--- src/rtl/audio_cfg_pkg.sv ---
// Shared definitions for the audio initialisation sequencer.
//   - channel_settings_e : register codes understood by an audio channel
//   - step field widths and the packed table entry layout
//   - seq_state_e        : sequencer FSM encoding (also used by the debug port)
package audio_cfg_pkg;

  typedef enum logic [3:0] {
    IDLE            = 4'd0,
    SET_ISPLAYING   = 4'd1,
    SET_ISLOOPING   = 4'd2,
    SET_LOOPSTART   = 4'd3,
    SET_LOOPEND     = 4'd4,
    SET_SAMPLECOUNT = 4'd5,
    SET_STARTADDR   = 4'd6,
    SET_VOLUME      = 4'd7,
    SET_PAN         = 4'd8,
    SET_RATE        = 4'd9,
    SET_ISLEFT      = 4'd10,
    SET_ISRIGHT     = 4'd11
  } channel_settings_e;

  localparam int CH_W   = 8;
  localparam int REG_W  = 4;
  localparam int DATA_W = 32;
  localparam int STEP_W = CH_W + REG_W + DATA_W;

  // One table entry: {channel, register, data}, channel in the top bits.
  typedef struct packed {
    logic [CH_W-1:0]   channel;
    logic [REG_W-1:0]  setting;
    logic [DATA_W-1:0] data;
  } cfg_step_t;

  typedef enum logic [1:0] {
    SEQ_POR_WAIT = 2'd0,
    SEQ_ISSUE    = 2'd1,
    SEQ_DONE     = 2'd2
  } seq_state_e;

endpackage

--- src/rtl/por_counter.sv ---
// Power-on reset hold counter.
// After reset release, hold_o stays high for exactly CYCLES clocks
// (counter 0..CYCLES-1), then drops and stays low until the next reset.
//   clk_25mhz : clock
//   rst       : synchronous active-low reset (restarts the hold)
//   hold_o    : active-high downstream reset hold
//   last_o    : high on the final hold cycle (count == CYCLES-1)
module por_counter #(
  parameter int CYCLES = 588
) (
  input  logic clk_25mhz,
  input  logic rst,
  output logic hold_o,
  output logic last_o
);

  localparam int CW = $clog2(CYCLES + 1);

  logic [CW-1:0] cnt_q, cnt_d;
  logic          hold_q, hold_d;

  assign hold_o = hold_q;
  assign last_o = hold_q && (cnt_q == CW'(CYCLES - 1));

  always_comb begin
    cnt_d  = cnt_q;
    hold_d = hold_q;
    if (hold_q) begin
      if (last_o) begin
        hold_d = 1'b0;
      end else begin
        cnt_d = cnt_q + CW'(1);
      end
    end
  end

  always_ff @(posedge clk_25mhz) begin
    if (!rst) begin
      cnt_q  <= '0;
      hold_q <= 1'b1;
    end else begin
      cnt_q  <= cnt_d;
      hold_q <= hold_d;
    end
  end

endmodule

--- src/rtl/audio_init_sequencer.sv ---
// Audio system initialisation sequencer.
// Holds the audio system in reset for POR_CYCLES clocks, then replays a
// constant table of configuration writes over a valid/ready port, then
// idles in DONE until a restart request replays the table (without POR).
//
// Handshake: cfg_valid is raised with channelSelect/registerSelect/
// registerData for the current step; the bundle is held stable until the
// cycle where cfg_valid && cfg_ready (the transfer). cfg_ready is ignored
// whenever cfg_valid is low. A step is invalid (channel out of range or
// register IDLE) and is skipped in one cycle with cfg_valid low.
//
// Ports:
//   clk_25mhz, rst (sync, active-low), restart (pulse, honoured in DONE)
//   sys_rst        : active-high reset for audio system and memory
//   cfg_valid/cfg_ready, channelSelect, registerSelect, registerData
//   busy (POR_WAIT or ISSUE), done (DONE), bad_step (sticky skip flag)
//   dbg_state      : current FSM state (seq_state_e encoding)
module audio_init_sequencer
  import audio_cfg_pkg::*;
#(
  parameter int                         NUM_CHANNELS = 8,
  parameter int                         NUM_STEPS    = 8,
  parameter int                         POR_CYCLES   = 588,
  parameter logic [NUM_STEPS*STEP_W-1:0] STEP_TABLE   = '0
) (
  input  logic                            clk_25mhz,
  input  logic                            rst,
  input  logic                            restart,
  output logic                            sys_rst,
  output logic                            cfg_valid,
  input  logic                            cfg_ready,
  output logic [$clog2(NUM_CHANNELS)-1:0] channelSelect,
  output logic [3:0]                      registerSelect,
  output logic [31:0]                     registerData,
  output logic                            busy,
  output logic                            done,
  output logic                            bad_step,
  output logic [1:0]                      dbg_state
);

  localparam int SW  = $clog2(NUM_STEPS + 1);
  localparam int CSW = $clog2(NUM_CHANNELS);

  localparam logic [1:0] S_POR_WAIT = SEQ_POR_WAIT;
  localparam logic [1:0] S_ISSUE    = SEQ_ISSUE;
  localparam logic [1:0] S_DONE     = SEQ_DONE;

  logic [1:0]    state_q, state_d;
  logic [SW-1:0] step_q, step_d;
  logic          bad_q, bad_d;

  logic          por_hold;
  logic          por_last;
  cfg_step_t     cur_step;
  logic          ch_ok;
  logic          step_ok;
  logic          last_step;

  por_counter #(
    .CYCLES(POR_CYCLES)
  ) u_por (
    .clk_25mhz(clk_25mhz),
    .rst      (rst),
    .hold_o   (por_hold),
    .last_o   (por_last)
  );

  // Table lookup as an explicit mux so step_q == NUM_STEPS (DONE) never
  // selects outside the table.
  always_comb begin
    cur_step = '0;
    for (int i = 0; i < NUM_STEPS; i++) begin
      if (step_q == SW'(i)) begin
        cur_step = STEP_TABLE[STEP_W*i +: STEP_W];
      end
    end
  end

  assign ch_ok     = (int'(cur_step.channel) < NUM_CHANNELS);
  assign step_ok   = ch_ok && (cur_step.setting != IDLE);
  assign last_step = (step_q == SW'(NUM_STEPS - 1));

  always_comb begin
    state_d = state_q;
    step_d  = step_q;
    bad_d   = bad_q;
    case (state_q)
      S_POR_WAIT: begin
        if (por_last) begin
          state_d = S_ISSUE;
          step_d  = '0;
        end
      end
      S_ISSUE: begin
        // Advance on a transfer, or unconditionally when skipping.
        if (!step_ok || cfg_ready) begin
          step_d = step_q + SW'(1);
          if (!ch_ok) begin
            bad_d = 1'b1;
          end
          if (last_step) begin
            state_d = S_DONE;
          end
        end
      end
      S_DONE: begin
        if (restart) begin
          state_d = S_ISSUE;
          step_d  = '0;
          bad_d   = 1'b0;
        end
      end
      default: begin
        state_d = S_POR_WAIT;
        step_d  = '0;
      end
    endcase
  end

  always_ff @(posedge clk_25mhz) begin
    if (!rst) begin
      state_q <= S_POR_WAIT;
      step_q  <= '0;
      bad_q   <= 1'b0;
    end else begin
      state_q <= state_d;
      step_q  <= step_d;
      bad_q   <= bad_d;
    end
  end

  // Payload is forced to zero whenever nothing is offered.
  assign cfg_valid      = (state_q == S_ISSUE) && step_ok;
  assign channelSelect  = cfg_valid ? cur_step.channel[CSW-1:0] : '0;
  assign registerSelect = cfg_valid ? cur_step.setting : '0;
  assign registerData   = cfg_valid ? cur_step.data : '0;

  assign sys_rst   = por_hold;
  assign busy      = (state_q == S_POR_WAIT) || (state_q == S_ISSUE);
  assign done      = (state_q == S_DONE);
  assign bad_step  = bad_q;
  assign dbg_state = state_q;

endmodule

--- config.mk ---
export PLATFORM = sky130hd
export DESIGN_NAME = audio_init_sequencer
export DESIGN_NICKNAME = d
export VERILOG_FILES = /design/src/rtl/audio_cfg_pkg.sv /design/src/rtl/por_counter.sv /design/src/rtl/audio_init_sequencer.sv
export SDC_FILE = /design/constraint.sdc
export NUM_CORES = 1
export LEC_CHECK = 0
export CORE_ASPECT_RATIO = 0.75
export CORE_MARGIN = 2
export CORE_UTILIZATION = 43
export CTS_CLUSTER_SIZE = 10
export DETAILED_ROUTE_END_ITERATION = 16
export PLACE_DENSITY = 0.77
export SYNTH_ARGS = -nofsm -noshare
export SYNTH_HDL_FRONTEND = slang
export SYNTH_HIERARCHICAL = 1
export SYNTH_SLANG_ARGS = --single-unit
--- constraint.sdc ---
create_clock -name clk_25mhz -period 1.65 [get_ports clk_25mhz]
set_clock_uncertainty 0.05 [all_clocks]
set_input_delay 0.33 -clock clk_25mhz [delete_from_list [all_inputs] [get_ports clk_25mhz]]
set_output_delay 0.33 -clock clk_25mhz [all_outputs]
set_load 0.05 [all_outputs]
; Yosys cells after proc, flatten, opt, wreduce, memory -nomap -nowiden
; Index checks and enable logic that the tools add are counted.
[word_totals]
register_bits = 17
inputBits = 4
out_inout_bits = 46
[op_classes]
addsub = 2
eq_ne = 7
mux = 9
n_bitwise = 1
n_reduce_logical = 6
[op_table]
columns = cell, count
row1 = case mux 4 bit (3 select lines), 1
row2 = "adder 10 x 1 -> 10 bit, second input constant", 1
row3 = "equality test 10 bit, second input constant", 1
row4 = 2-to-1 mux 4 bit, 2
row5 = 2-to-1 mux 2 bit, 3
row6 = "inequality test 2 bit, second input constant", 3
row7 = case mux 2 bit (3 select lines), 1
row8 = "adder 4 x 1 -> 4 bit, second input constant", 1
row9 = "equality test 4 x 3 -> 1 bit, second input constant", 1
row10 = AND reduction 2 bit, 2
row11 = AND reduction 3 bit, 1
row12 = "equality test 2 x 1 -> 1 bit, second input constant", 1
row13 = "equality test 2 bit, second input constant", 1
row14 = zero test 2 bit, 1
row15 = 2-to-1 mux 1 bit, 2
row16 = logical AND 1 bit, 1
row17 = logical OR 1 bit, 1
row18 = inverter 1 bit, 1

; Longest topological paths before layout
[logic_depth]
depth_word = 4
ltp_mapped = 7

; By module
; Netlist, hierarchy kept.
[modules_own_cells]
columns = mod, instances, cells_each, area_each_um2, seq_area_each_um2
row1 = audio_init_sequencer, 1, 78, 631.9, 120.1
row2 = por_counter, 1, 69, 578.1, 220.2

; Least setup slack after synthesis
; OpenSTA, ideal clock, no wires.
[synth_path]
kind = register to output
startpoint = reg state_q[1], in the netlist dbg_state[1]
endpoint = out done
arrival_ns = 1.679
setup_slack_ns = -0.409
stages_incl_launch_ff = 3
path_buffers = 0
path_cell_list = dfxtp_1 > inv_2 > nor2_1
[synth_between]
elab_chain_cells = 1
[synth_rtl]
columns = item, line
row1 = "start, declared", audio_init_sequencer.sv:48  ; logic [1:0] state_q, state_d;
row2 = "start signal, assigned", audio_init_sequencer.sv:126  ; state_q <= state_d;
row3 = equality test 2 bit, audio_init_sequencer.sv:140  ; assign done = (state_q == S_DONE);
row4 = "end, declared", audio_init_sequencer.sv:36  ; output logic done,
; Every way passes these cells.

; Final worst setup path
[layout_path]
startpoint = reg u_por.cnt_q[2]
endpoint = reg u_por.cnt_q[1]
[layout_between]
elab_chain_cells = 4
[layout_rtl]
columns = item, line
row1 = "start, declared", por_counter.sv:19  ; logic [CW-1:0] cnt_q, cnt_d;
row2 = "start signal, assigned", por_counter.sv:42  ; cnt_q <= cnt_d;
row3 = equality test 10 bit, por_counter.sv:23  ; assign last_o = hold_q && (cnt_q == CW'(CYCLES - 1));
row4 = logical AND 1 bit, por_counter.sv:23
row5 = inverter 1 bit (no line), -
row6 = AND reduction 2 bit (no line), -
; Every way passes these cells.
; A chain may end at the register's enable or synchronous reset.

==> reports/results.md <==
| Stage | Parameter | Reported |
|:---|:---|:---|
| timing | Post-route minimum period | 1.54 ns |
| pwr | Gate power share | 34.4% |
| clock network | CTS tree | built |
| layout | Fin cells | 202 |
| timing | Number of failing hold endpoints at the final stage | 0 |
| status | Run status | complete, no violations |
| clock network | Root Buffer Master | sky130_fd_sc_hd__clkbuf_8 |
| clock network | Total number of clock tree sinks | 17 |
| routing | WL per Instance | 11.4 um |
| pwr | Cell Int Power | 718 uW |
| synthesis | Most used flip-flop cell after synthesis | sky130_fd_sc_hd__dfxtp_1 |
| job | Max Cap Viol | 0 |
| critical path | Cell breakdown of the critical path | buf_4, or4b_1, o2111ai_1, o211ai_1 |
| synthesis | Proportion of synthesized chip area in sequential cells | 28.1% |
| critical path | Critical path type | flip-flop to flip-flop |
| layout | Number of diodes | 0 |
| timing | Achievable clock frequency | 650 MHz |
| clock network | Deepest level of the CTS H-tree | 1 |
| clock network | Clock buffer count from CTS | 3 |
| timing | Post-route setup slack | 0.110 ns |
| floorplanning | Die Span Y | 49.9 um |
| routing | Number of design rule violations left after detail routing | 0 |
| critical path | Startpoint types | flip-flop |
| pwr | Peak VDD IR | 0.552 mV |
| pwr | Sw Ratio | 41.0% |
| timing | Finish-stage setup viols | 0 |
| timing | Post-route worst hold slack | 0.429 ns |
| timing | Share of the clock period used by the worst path after layout | 93.3% |
| routing | DRT Wirelength | 2.29 mm |
| layout | Fraction of layout instances using a drive strength above 1 | 19.3% |
| layout | Number of nets in the layout | 173 |
| synthesis | Gate count after technology mapping | 147 |
| synthesis | Async set-reset flop share out of synthesis | 0% |
| floorplanning | Placeable Area | 2640 um2 |
| synthesis | Avg Inst Size Synth | 8.23 um2 |
| floorplanning | Effective utilization at floorplan | 45.8% |
| pwr | Switching Power | 499 uW |
| routing | Antenna-violating nets left | 0 |
| layout | Final-layout fill cell count | 257 |
| global route | First-pass GRT wire length | 3.73 mm |
| critical path | Crit path max fanout | 6 |
| clock network | Insertion delay of the later-clocked pin in the worst-skew pair | 0.26 ns |
| floorplanning | Die X-Extent | 65.3 um |
| critical path | Setup crit end kind | flip-flop |
| pwr | Pwr/cell area | 890 nW/um2 |
| routing | Via density per instance | 4.74 |
| pwr | Share of power burned in registers | 38.6% |
| floorplanning | Die outline area | 3260 um2 |
| floorplanning | Standard-cell rows | 16 |
| routing | 1st-iter DRT viols | 36 |
| critical path | Largest stage delay on the critical path | 0.55 ns |
| placement | GP Congestion | 0.839 |
| routing | Via count | 957 |
| critical path | Data required time at the worst endpoint | 1.74 ns |
| global route | Pin count of the biggest net entering global routing | 20 |
| clock network | Clock slew at reported path FFs | 0.07 ns |
| synthesis | EDFF count, synth | 0 |
| critical path | Buffers & Inverters on Critical Path | 1 |
| placement | Worst setup timing slack at the placement stage | 0.0413 ns |
| critical path | Top Family by Delay on Critical Path | simple AND/OR/NAND/NOR gates |
| synthesis | Post-synthesis instance area | 1210 um2 |
| global route | Via count of the first global-routing pass | 846 |
| worst hold path | Hold Path Class | flip-flop to flip-flop |
| global route | Global-route congestion overflow total | 0 |
| timing | Max-slew violation total from the final report | 0 |
| critical path | Cell with the biggest individual delay on the critical path | sky130_fd_sc_hd__or4b_1 |
| placement | Count of buffers from port buffering | 7 |
| pwr | Leakage power | 0.573 nW |
| global route | Overall track demand over capacity in global routing | 14.9% |
| placement | Detailed placer's ending HPWL | 1.78 mm |
| pwr | Clock group share of total power | 26.9% |
| synthesis | Synth Register Bits | 17 |
| critical path | Worst Path Arrival | 1.62 ns |
| floorplanning | Count of pins on the block boundary | 50 |
| pwr | Total Power Consumption | 1.22 mW |
| synthesis | Warning count from the yosys run | 6 |
| layout | Area growth, synth to finish | 13.0% |
| critical path | Worst reg-to-reg setup slack | 0.11 ns |
| clock network | Maximum buffer depth of the clock tree | 2 |
| routing | First-pass detailed-route iteration total | 4 |
| global route | Antenna violations before repair | 0 |
| synthesis | Number of unique standard cell types used by synthesis | 45 |
| layout | Layout Utilization | 51.8% |
| placement | Placed Instances | 197 |
==> layer usage <==
layer | share of wire (%) | vias up | GRT usage [%]
met2 | 48 | 41 | 23.3
met1 | 44 | 439 | 19.5
met5 | 0 | - | 0
li1 | - | 472 | -
met3 | 7.1 | 5 | 4.34
met4 | 1.6 | 0 | 5.21
==> synthesized netlist by cell type, types with 2 or more instances <==
library cell                instances  area (um2)
sky130_fd_sc_hd__nor2_1             6        22.5
sky130_fd_sc_hd__o21ai_0            4        20.0
sky130_fd_sc_hd__nand2_1           10        37.5
sky130_fd_sc_hd__o211ai_1           2        15.0
sky130_fd_sc_hd__buf_4             41         308
sky130_fd_sc_hd__xor2_1             2        17.5
sky130_fd_sc_hd__o21a_1             2        15.0
sky130_fd_sc_hd__nand4_1            4        25.0
sky130_fd_sc_hd__o2111ai_1          2        17.5
sky130_fd_sc_hd__ha_1               2        25.0
sky130_fd_sc_hd__nor2b_1            2        12.5
sky130_fd_sc_hd__mux2i_1            2        20.0
sky130_fd_sc_hd__dfxtp_1           17         340
sky130_fd_sc_hd__nand3_1            7        35.0
sky130_fd_sc_hd__or3_1              3        18.8
sky130_fd_sc_hd__and3b_1            2        17.5
sky130_fd_sc_hd__nand2b_1           2        12.5
sky130_fd_sc_hd__inv_1              5        18.8
sky130_fd_sc_hd__a21oi_1            6        30.0
==> layout make-up <==
| type | count | area, um2 | share of cell area [%] |
|---|---|---|---|
| clock inverter | 1 | 5.00 | 0.366 |
| inverter | 7 | 28.8 | 2.10 |
| tap | 36 | 45.0 | 3.29 |
| sequential | 17 | 342 | 25.0 |
| clock buffer | 3 | 41.3 | 3.02 |
| multi-input combinational | 118 | 688 | 50.3 |
| timing repair buffer | 20 | 218 | 15.9 |
==> cells by family after synthesis <==
group,synth area share [%]
flops,28.1
buf+inv,29.9
compound gates,14.0
mux,1.65
other cells,0.310
fa+ha+maj,2.07
xor+xnor,1.45
simple gates,22.5
==> cells in the final DEF (no fill, tap or decap), types with 3 or more instances in the layout <==
cell                       count
sky130_fd_sc_hd__a21oi_1       6
sky130_fd_sc_hd__buf_12        5
sky130_fd_sc_hd__clkbuf_8      3
sky130_fd_sc_hd__or3_1         3
sky130_fd_sc_hd__nand3_1       7
sky130_fd_sc_hd__conb_1       41
sky130_fd_sc_hd__dfxtp_1      16
sky130_fd_sc_hd__o21ai_0       4
sky130_fd_sc_hd__nor2_1        5
sky130_fd_sc_hd__inv_1         5
sky130_fd_sc_hd__nand2_1       9
sky130_fd_sc_hd__buf_4        13
sky130_fd_sc_hd__nand4_1       4
==> power by group through the flow <==
| stage | sequential (mW) | clock, mW | combinational (mW) |
|---|---|---|---|
| global route | 0.474 | 0.344 | 0.457 |
| floorplan | 0.481 | 0 | 0.416 |
| detailed placement | 0.479 | 0 | 0.411 |
| global placement | 0.477 | 0 | 0.401 |
| CTS | 0.469 | 0.331 | 0.412 |
| finish | 0.470 | 0.327 | 0.419 |
==> sequential cells by signal, indices dropped and copies added (netlist names) <==
register and count:
u_por/cnt_q 10, step_q 4, dbg_state 2, u_por/hold_o 1
==> through the flow <==
stage | cell area [um2] | setup TNS, ns
after detailed placement | 1290 | 0
after global placement | 1290 | 0
after global routing | 1370 | -0.00141
final | 1370 | 0
after floorplan | 1370 | 0
after CTS | 1340 | 0
==> final timing paths <==
kind | startpoint | to | cells after the start
worst min-delay path | step_q[1] | step_q[1] | 2
worst min register to register | step_q[1] | step_q[1] | 2
worst max-delay path | u_por/cnt_q[2] | u_por/cnt_q[1] | 4
worst max register to register | u_por/cnt_q[2] | u_por/cnt_q[1] | 4
==> worst register-to-register path, delay by kind of cell (launching register included) <==
kind                   cells  cell delay, ns
buffers and inverters      1            0.15
and+or+nand+nor            1            0.55
DFF                        1            0.32
AOI/OAI and AO/OA          2            0.35
==> timing repair <==
action | CTS | global route
gates resized for setup | 0 | 4
hold endpoints to repair | 0 | 0
buffers inserted | 0 | 1
endpoints found under the setup margin | 0 | 6
hold buffers | 0 | 0
(Power assumes the default switching activity.)
